$ cat config.mk
export PLATFORM = sky130hd
export DESIGN_NAME = tagged_array_reader_flat
export DESIGN_NICKNAME = d
export VERILOG_FILES = /design/src/rtl/tagged_array_reader_pkg.sv /design/src/rtl/tagged_array_reader_if.sv /design/src/rtl/tagged_array_reader_tag_mask_sel.sv /design/src/rtl/tagged_array_reader.sv /design/src/flat_wrapper.sv
export SDC_FILE = /design/constraint.sdc
export NUM_CORES = 1
export LEC_CHECK = 0
export CORE_AREA = 3 3 61 63
export CTS_BUF_LIST = sky130_fd_sc_hd__clkbuf_4 sky130_fd_sc_hd__clkbuf_8
export CTS_CLUSTER_SIZE = 20
export DETAILED_ROUTE_END_ITERATION = 8
export DIE_AREA = 0 0 64 66
export MAX_ROUTING_LAYER = met4
export PLACE_DENSITY = 0.76
export SETUP_SLACK_MARGIN = 0.05
export SYNTH_ARGS = -nofsm -noshare
export SYNTH_HDL_FRONTEND = slang
export SYNTH_SLANG_ARGS = --single-unit
export TNS_END_PERCENT = 20
$ cat constraint.sdc
create_clock -name clk -period 1.83 [get_ports clk]
set_input_delay 0.366 -clock clk [delete_from_list [all_inputs] [get_ports clk]]
set_output_delay 0.366 -clock clk [all_outputs]
set_load 0.02 [all_outputs]
$ cat src/rtl/tagged_array_reader_pkg.sv
// Shared types and constants for the tagged array reader.
// The SWEEP state exists only when TAGGED_READER_SWEEP_EN is defined.
package tagged_array_pkg;

    localparam int DEPTH_DEF = 16;
    localparam int WIDTH_DEF = 3;
    localparam int IDXW_DEF  = 4;

    localparam logic TAG_L = 1'b0;
    localparam logic TAG_H = 1'b1;

    typedef enum logic [1:0] {
        IDLE   = 2'd0,
        LOOKUP = 2'd1,
        RESP   = 2'd2
`ifdef TAGGED_READER_SWEEP_EN
        ,
        SWEEP  = 2'd3
`endif
    } state_t;

endpackage

$ cat src/rtl/tagged_array_reader_if.sv
// Request/response bus plus writer-side array view for the tagged array reader.
// Sweep signals are present only when TAGGED_READER_SWEEP_EN is defined.
interface tagged_array_reader_if #(
    parameter int DEPTH = 16,
    parameter int WIDTH = 3,
    parameter int IDXW  = 4
);
    logic                   req_valid;
    logic                   req_ready;
    logic [IDXW-1:0]        req_idx;
    logic [DEPTH-1:0]       tags_vec;
    logic [DEPTH*WIDTH-1:0] data_vec;
    logic                   rsp_valid;
    logic                   rsp_ready;
    logic [WIDTH-1:0]       rsp_data;
    logic                   rsp_masked;
`ifdef TAGGED_READER_SWEEP_EN
    logic                   sweep_start;
    logic                   sweep_done;
    logic [IDXW:0]          sweep_high_cnt;
`endif

    modport master (
        output req_valid, req_idx, tags_vec, data_vec, rsp_ready,
`ifdef TAGGED_READER_SWEEP_EN
        output sweep_start,
        input  sweep_done, sweep_high_cnt,
`endif
        input  req_ready, rsp_valid, rsp_data, rsp_masked
    );

    modport slave (
        input  req_valid, req_idx, tags_vec, data_vec, rsp_ready,
`ifdef TAGGED_READER_SWEEP_EN
        input  sweep_start,
        output sweep_done, sweep_high_cnt,
`endif
        output req_ready, rsp_valid, rsp_data, rsp_masked
    );

endinterface

$ cat src/rtl/tagged_array_reader_tag_mask_sel.sv
// Combinational entry select with masking: an H-tagged entry yields zero data,
// so high data never leaves this block toward any register or output.
import tagged_array_pkg::*;

module tag_mask_sel #(
    parameter int DEPTH = DEPTH_DEF,
    parameter int WIDTH = WIDTH_DEF,
    parameter int IDXW  = IDXW_DEF
) (
    input  logic [IDXW-1:0]        i_idx,
    input  logic [DEPTH-1:0]       i_tags_vec,
    input  logic [DEPTH*WIDTH-1:0] i_data_vec,
    output logic [WIDTH-1:0]       o_data,
    output logic                   o_masked
);
    logic             w_tag;
    logic [WIDTH-1:0] w_entry;

    assign w_tag    = i_tags_vec[i_idx];
    assign w_entry  = i_data_vec[i_idx*WIDTH +: WIDTH];
    assign o_masked = (w_tag == TAG_H);
    assign o_data   = (w_tag == TAG_L) ? w_entry : '0;

endmodule

$ cat src/rtl/tagged_array_reader.sv
// Tagged array reader: IDLE -> LOOKUP (atomic tag+data snapshot) -> RESP.
// Optional tag sweep enabled by TAGGED_READER_SWEEP_EN.
import tagged_array_pkg::*;

module tagged_array_reader #(
    parameter int DEPTH = DEPTH_DEF,
    parameter int WIDTH = WIDTH_DEF,
    parameter int IDXW  = IDXW_DEF
) (
    input logic                  clk,
    input logic                  rst,
    tagged_array_reader_if.slave io_bus
);
    state_t           r_state;
    state_t           w_nextState;
    logic [IDXW-1:0]  r_idx;
    logic [WIDTH-1:0] r_rspData;
    logic             r_rspMasked;
    logic [WIDTH-1:0] w_selData;
    logic             w_selMasked;

    tag_mask_sel #(
        .DEPTH (DEPTH),
        .WIDTH (WIDTH),
        .IDXW  (IDXW)
    ) u_sel (
        .i_idx      (r_idx),
        .i_tags_vec (io_bus.tags_vec),
        .i_data_vec (io_bus.data_vec),
        .o_data     (w_selData),
        .o_masked   (w_selMasked)
    );

`ifdef TAGGED_READER_SWEEP_EN
    logic [IDXW-1:0] r_sweepIdx;
    logic [IDXW:0]   r_sweepAcc;
    logic [IDXW:0]   r_sweepCnt;
    logic            r_sweepDone;
    logic            w_sweepTag;
    logic            w_sweepLast;

    assign w_sweepTag  = io_bus.tags_vec[r_sweepIdx];
    assign w_sweepLast = (r_sweepIdx == IDXW'(DEPTH - 1));
`endif

    always_ff @(posedge clk or posedge rst) begin
        if (rst) begin
            r_state <= IDLE;
        end else begin
            r_state <= w_nextState;
        end
    end

    // A request takes priority over a sweep start in IDLE.
    always_comb begin
        w_nextState = r_state;
        case (r_state)
            IDLE: begin
                if (io_bus.req_valid) begin
                    w_nextState = LOOKUP;
                end
`ifdef TAGGED_READER_SWEEP_EN
                else if (io_bus.sweep_start) begin
                    w_nextState = SWEEP;
                end
`endif
            end
            LOOKUP: w_nextState = RESP;
            RESP: begin
                if (io_bus.rsp_ready) begin
                    w_nextState = IDLE;
                end
            end
`ifdef TAGGED_READER_SWEEP_EN
            SWEEP: begin
                if (w_sweepLast) begin
                    w_nextState = IDLE;
                end
            end
`endif
            default: w_nextState = IDLE;
        endcase
    end

    always_ff @(posedge clk or posedge rst) begin
        if (rst) begin
            r_idx       <= '0;
            r_rspData   <= '0;
            r_rspMasked <= 1'b0;
        end else begin
            if (r_state == IDLE && io_bus.req_valid) begin
                r_idx <= io_bus.req_idx;
            end
            if (r_state == LOOKUP) begin
                r_rspData   <= w_selData;
                r_rspMasked <= w_selMasked;
            end
        end
    end

`ifdef TAGGED_READER_SWEEP_EN
    // One index per cycle; the final count includes the tag of the last index.
    always_ff @(posedge clk or posedge rst) begin
        if (rst) begin
            r_sweepIdx  <= '0;
            r_sweepAcc  <= '0;
            r_sweepCnt  <= '0;
            r_sweepDone <= 1'b0;
        end else begin
            r_sweepDone <= 1'b0;
            if (r_state == SWEEP) begin
                if (w_sweepLast) begin
                    r_sweepCnt  <= r_sweepAcc + (IDXW+1)'(w_sweepTag);
                    r_sweepDone <= 1'b1;
                    r_sweepIdx  <= '0;
                    r_sweepAcc  <= '0;
                end else begin
                    r_sweepIdx <= r_sweepIdx + IDXW'(1);
                    r_sweepAcc <= r_sweepAcc + (IDXW+1)'(w_sweepTag);
                end
            end
        end
    end

    assign io_bus.sweep_done     = r_sweepDone;
    assign io_bus.sweep_high_cnt = r_sweepCnt;
`endif

    assign io_bus.req_ready  = (r_state == IDLE);
    assign io_bus.rsp_valid  = (r_state == RESP);
    assign io_bus.rsp_data   = r_rspData;
    assign io_bus.rsp_masked = r_rspMasked;

endmodule

$ cat src/flat_wrapper.sv
// flat-port wrapper written by rule: the top's interface ports become plain ports
module tagged_array_reader_flat 
#(
    parameter int DEPTH = DEPTH_DEF,
    parameter int WIDTH = WIDTH_DEF,
    parameter int IDXW  = IDXW_DEF
)
  (clk, rst, io_bus_req_valid, io_bus_req_idx, io_bus_tags_vec, io_bus_data_vec, io_bus_rsp_ready, io_bus_req_ready, io_bus_rsp_valid, io_bus_rsp_data, io_bus_rsp_masked);
  tagged_array_reader_if #(.DEPTH(DEPTH), .WIDTH(WIDTH), .IDXW(IDXW)) io_bus_i ();
  input logic clk;
  input logic rst;
  input wire logic [$bits(io_bus_i.req_valid)-1:0] io_bus_req_valid;
  input wire logic [$bits(io_bus_i.req_idx)-1:0] io_bus_req_idx;
  input wire logic [$bits(io_bus_i.tags_vec)-1:0] io_bus_tags_vec;
  input wire logic [$bits(io_bus_i.data_vec)-1:0] io_bus_data_vec;
  input wire logic [$bits(io_bus_i.rsp_ready)-1:0] io_bus_rsp_ready;
  output wire logic [$bits(io_bus_i.req_ready)-1:0] io_bus_req_ready;
  output wire logic [$bits(io_bus_i.rsp_valid)-1:0] io_bus_rsp_valid;
  output wire logic [$bits(io_bus_i.rsp_data)-1:0] io_bus_rsp_data;
  output wire logic [$bits(io_bus_i.rsp_masked)-1:0] io_bus_rsp_masked;
  assign io_bus_i.req_valid = io_bus_req_valid;
  assign io_bus_i.req_idx = io_bus_req_idx;
  assign io_bus_i.tags_vec = io_bus_tags_vec;
  assign io_bus_i.data_vec = io_bus_data_vec;
  assign io_bus_i.rsp_ready = io_bus_rsp_ready;
  assign io_bus_req_ready = io_bus_i.req_ready;
  assign io_bus_rsp_valid = io_bus_i.rsp_valid;
  assign io_bus_rsp_data = io_bus_i.rsp_data;
  assign io_bus_rsp_masked = io_bus_i.rsp_masked;
  tagged_array_reader #(.DEPTH(DEPTH), .WIDTH(WIDTH), .IDXW(IDXW)) u_core (.clk(clk), .rst(rst), .io_bus(io_bus_i));
endmodule
Word level (Yosys, flattened, before mapping) --
Cells that the tools add are included.
Operators by class: $add $sub $neg 0, multipliers 1, div/mod/pow operators 0, order comparisons 1, equal/unequal tests 4, shift operators 1, mux-type cells 6, bitwise gates (word level) 0, reduce and logical (&&, ||, !) cells 3
Operators with widths (number):
- 48-bit by 7-bit indexed part select with 3-bit output | 1
- 4-bit by 2-bit multiplier with 6-bit output (second input constant) | 1
- 2-bit case mux with 3 select lines | 1
- 4-bit by 5-bit < comparator with 1-bit output (second input constant) | 1
- 1-bit binary-select mux with 4-bit select | 1
- 2-bit 2-to-1 mux | 2
- 2-bit inequality test (second input constant) | 2
- 3-bit 2-to-1 mux | 1
- 2-bit by 1-bit == test with 1-bit output (second input constant) | 1
- 2-bit == test (second input constant) | 1
- 2-bit zero test | 1
- 2-bit AND reduction | 1
- 1-bit logical AND | 1
- 1-bit 2-to-1 mux | 1
Storage, ports and cells: register bits 10, bits in latches 0, memory bits (writable) 0, ROM bits 0, output and inout port bits 6, word-level logic and storage cells 20, memories 0

Longest topological paths before layout --
depth after elaboration 3, depth in mapped cells 6

Hierarchy --
Synthesis repeated with hierarchy kept, for this count alone.
Second synthesis, totals: cells, all modules 64, area, all modules 943.4 µm²
By module, submodules not included:
- tag_mask_sel | times used 1, cells an instance 39, area each 555.5 µm²
- tagged_array_reader | times used 1, cells an instance 25, area each 387.9 µm²

Worst setup path before layout --
No wires, ideal clock.
path kind register to register, from reg u_core.r_idx[0], to reg u_core.r_rspData[0] (netlist: u_core.io_bus.rsp_data[0]), arrival 1660 ps, data required time 1698 ps, setup slack 38 ps, stages on the path, launching flop included 7, path buffers 2, clock period less this slack 1792 ps, cell sequence dfrtp_1 > buf_6 > buf_8 > mux4_2 > mux4_2 > clkinv_1 > o21ai_1
On the way: word-level cells in the longest chain between the ends 3, elaborated cells between the ends (all ways) 5, classes of those cells mul: 1; shift: 1; mux: 3
Ends and longest elaborated chain:
- from (decl) | line tagged_array_reader.sv:16 | logic [IDXW-1:0] r_idx;
- from (signal assigned) | line tagged_array_reader.sv:92 | r_idx <= io_bus.req_idx;
- 4-bit by 2-bit multiplier with 6-bit output / 1-bit binary-select mux with 4-bit select (equally long branches) | line tagged_array_reader_tag_mask_sel.sv:20, tagged_array_reader_tag_mask_sel.sv:19
- 48-bit by 7-bit indexed part select with 3-bit output / 1-bit 2-to-1 mux (equally long branches) | line tagged_array_reader_tag_mask_sel.sv:20, tagged_array_reader_tag_mask_sel.sv:19
- 3-bit 2-to-1 mux * | line tagged_array_reader_tag_mask_sel.sv:22 | assign o_data = (w_tag == TAG_L) ? w_entry : '0;
- to (signal assigned) | line tagged_array_reader.sv:95 | r_rspData <= w_selData;
- to (decl) | line tagged_array_reader.sv:17 | logic [WIDTH-1:0] r_rspData;
Mark *: on every way between the ends. The rest lies on a longest branch, timed or not. The select of a mux whose other input is x is not followed. A chain may end at the register's enable or synchronous reset.

Worst setup path after layout --
Same ends and word-level chain as after synthesis.

==> flow_summary.yaml <==
run_status:
  status: "finished clean"
grt:
  grt_max_degree: 11
  grt.overflow.total: 0
  first_global_vias: 1042
  grt_usage_pct: 14.53
  grt_pass1_wl_mm: 4.567
  antenna_found_initial: 0
flow_run:
  drv_cap: 0
logic_synthesis:
  syn_inst: 64
  seq_area_frac_synth_pct: 27.51
  avgSynthCellArea_um2: 14.21
  synth_seq_cells: 10
  yosysMostFrequentCell: "mux4_2"
  ys_warn_count: 0
  yosysTopAreaCell: "mux4_2"
  synthArstFlopShare_pct: 100.0
  synth_top_cell_area_share_pct: 34.66
  synth_common_cells: "mux4_2, dfrtp_1, mux2_2"
  synth-edff-count: 0
  synth_cell_types: 21
  ys.flop_type: "dfrtp_1"
  syn_nets: 136
  yosys-top-cells-area: "mux4_2, dfrtp_1, mux4_1"
  mappedNetlistArea_um2: 909.6
final_layout:
  syn_to_final_growth_pct: 99.45
  instances_no_fill: 191
  drive_gt1_share_pct: 28.97
  fill_cells: 306
  multiInputGateArea_um2: 604.3
  seq_area_um2: 251.5
  nets: 219
  final_area_um2: 1814
  n_antenna_cell: 0
  fin_util_pct: 55.24
clocking:
  clock_path_buffers: 2
  numClockSinks: 10
  h-tree-depth: 1
  insertion_delay_ns: 0.25
  root_buffer: "clkbuf_4"
  path_clk_slew_ns: 0.06
  cts-buffers-inserted: 3
  cts_tree: "done"
floorplan:
  die_area_um2: 4224
  die_h_um: 66
  die_w_um: 64
  core-area_um2: 3284
  start_util_pct: 27.70
  rows: 21
  ioPinCount: 78
power_and_ir_drop:
  max-vdd-ir-drop_mv: 0.5175
  powerDensity_nw_per_um2: 1167
  p_leak_uw: 0.0006920
route:
  vias: 907
  post_drt_wl_per_cell_um: 15.23
  dr.pass1.iters: 3
  drc: 0
  initialDrtViolationCount: 13
  drtAntennaViolNets: 0
  routed_wl_mm: 2.908
  routed_via_density: 4.749
timing:
  hold_viol: 0
  fin_skew_ns: 0.002874
  worst_pin_slew_ns: 0.4005
  fmax_ghz: 0.5520
  setup_viol: 0
  final_max_slew_viol_count: 0
  whs_ns: 0.3795
  grt_setup_unrepaired: "yes"
  slew_headroom_pct: 73.30
  fin_crit_sh_pct: 98.99
  period_needed_ns: 1.811
worst_setup_path:
  cp-end-kind: "register"
  critPathLaunchType: "register"
  cp.required_ns: 1.96
  path_max_fanout: 5
  criticalPathCategory: "reg2reg"
  arrival_ns: 1.94
placement:
  gp_congestion: 0.6771
  dp_hpwl_mm: 2.570
  placedCellCount: 186
  port_buffers: 77
  placed_area_um2: 1744
hold_path:
  hp-class: "in2async"
## through the flow
| step | power, uW | TNS, ns | setup WS [ns] |
|---|---|---|---|
| 6_report | 2116 | 0 | 0.01854 |
| 5_1_grt | 2275 | -0.1338 | -0.05268 |
| 4_1_cts | 2096 | -0.01974 | -0.01899 |
| 3_5_place_dp | 1841 | -0.5678 | -0.1893 |
| 3_3_place_gp | 1803 | -0.4555 | -0.1487 |
| 2_1_floorplan | 1369 | 0 | 0.03800 |
## what timing repair did
item                                   4_1_cts  5_1_grt
endpoints found under the hold margin        0        0
gates resized for setup                     11        7
setup endpoints to repair                    5        4
gates cloned                                 1        0
hold buffers                                 0        0
pin swaps                                    0        1
setup buffers                                0        1
## area by class of cell
class	instances	share of cell area, %
Sequential cell	10	13.86
Tap cell	46	3.172
Timing Repair Buffer	84	47.31
Multi-Input combinational cell	43	33.31
Inverter	5	1.103
Clock buffer	3	1.241
## power breakdown
group / total [uW] / switching, uW / internal (uW)
Clock: 138 / 62.9 / 75.3
Sequential: 464 / 140 / 324
Combinational: 1510 / 553 / 961
Total: 2120 / 756 / 1360
## layout by cell type, fill, tap and decap left out
cell             count
o21ai_2              2
dlygate4sd2_1        2
o21ai_0              1
mux2i_1              1
nor2_2               1
o21ai_1              1
mux2_2               6
nand2b_1             3
dfrtp_1              9
nand2_1              4
clkinv_2             1
buf_8                1
o21a_1               1
inv_1                2
o221ai_2             2
and2_1               1
clkinv_1             1
clkbuf_16            1
dfrtp_2              1
buf_4                4
clkdlybuf4s50_1     75
mux4_2              18
clkbuf_4             3
inv_2                1
buf_12               1
nor2_1               1
nor2b_1              1
## flip-flops by register name, indices dropped and copies added, names as in the netlist
name and count:
u_core.io_bus.rsp_masked 1, u_core.io_bus.rsp_data 3, u_core.r_state 2, u_core.r_idx 4
## worst max-delay path, cell delays in order (launching register included)
cell and delay (ns):
dfrtp_2 0.44, clkbuf_16 0.17, mux4_2 0.48, mux4_2 0.49, clkinv_1 0.06, o21ai_1 0.05
## kinds of logic after synthesis
kind of cell / after synthesis / share of synthesized area (%)
mux: 25 / 54.74
flops: 10 / 27.51
buf+inv: 11 / 6.876
compound gates: 7 / 4.952
simple gates: 11 / 5.916
## path summary, 6_finish.rpt
path,start,endpoint,slack (ns),depth (start not counted)
min reg2reg,u_core.io_bus.rsp_data[1]$_DFFE_PP0N_,u_core.io_bus.rsp_data[1]$_DFFE_PP0N_,0.48,2
min,rst,u_core.r_state[1]$_DFFE_PP0P_,0.38,2
max,u_core.r_idx[0]$_DFFE_PP0P_,u_core.io_bus.rsp_data[0]$_DFFE_PP0N_,0.02,5
max in group asynchronous,rst,u_core.r_idx[0]$_DFFE_PP0P_,1.16,2
min in group clk,u_core.io_bus.rsp_data[1]$_DFFE_PP0N_,u_core.io_bus.rsp_data[1]$_DFFE_PP0N_,0.48,2
max reg2reg,u_core.r_idx[0]$_DFFE_PP0P_,u_core.io_bus.rsp_data[0]$_DFFE_PP0N_,0.02,5
## per-layer routing
| layer | routed length (um) | up-vias | track usage [%] | part of all wire (%) |
|---|---|---|---|---|
| met1 | 946 | 439 | 14.53 | 33 |
| met4 | 19 | 0 | 4.852 | 0.65 |
| met5 | 0 | - | - | 0 |
| met3 | 209 | 2 | 1.531 | 7.2 |
| li1 | - | 419 | - | - |
| met2 | 1733 | 47 | 29.03 | 60 |
Power figures use the tool's default switching activity.
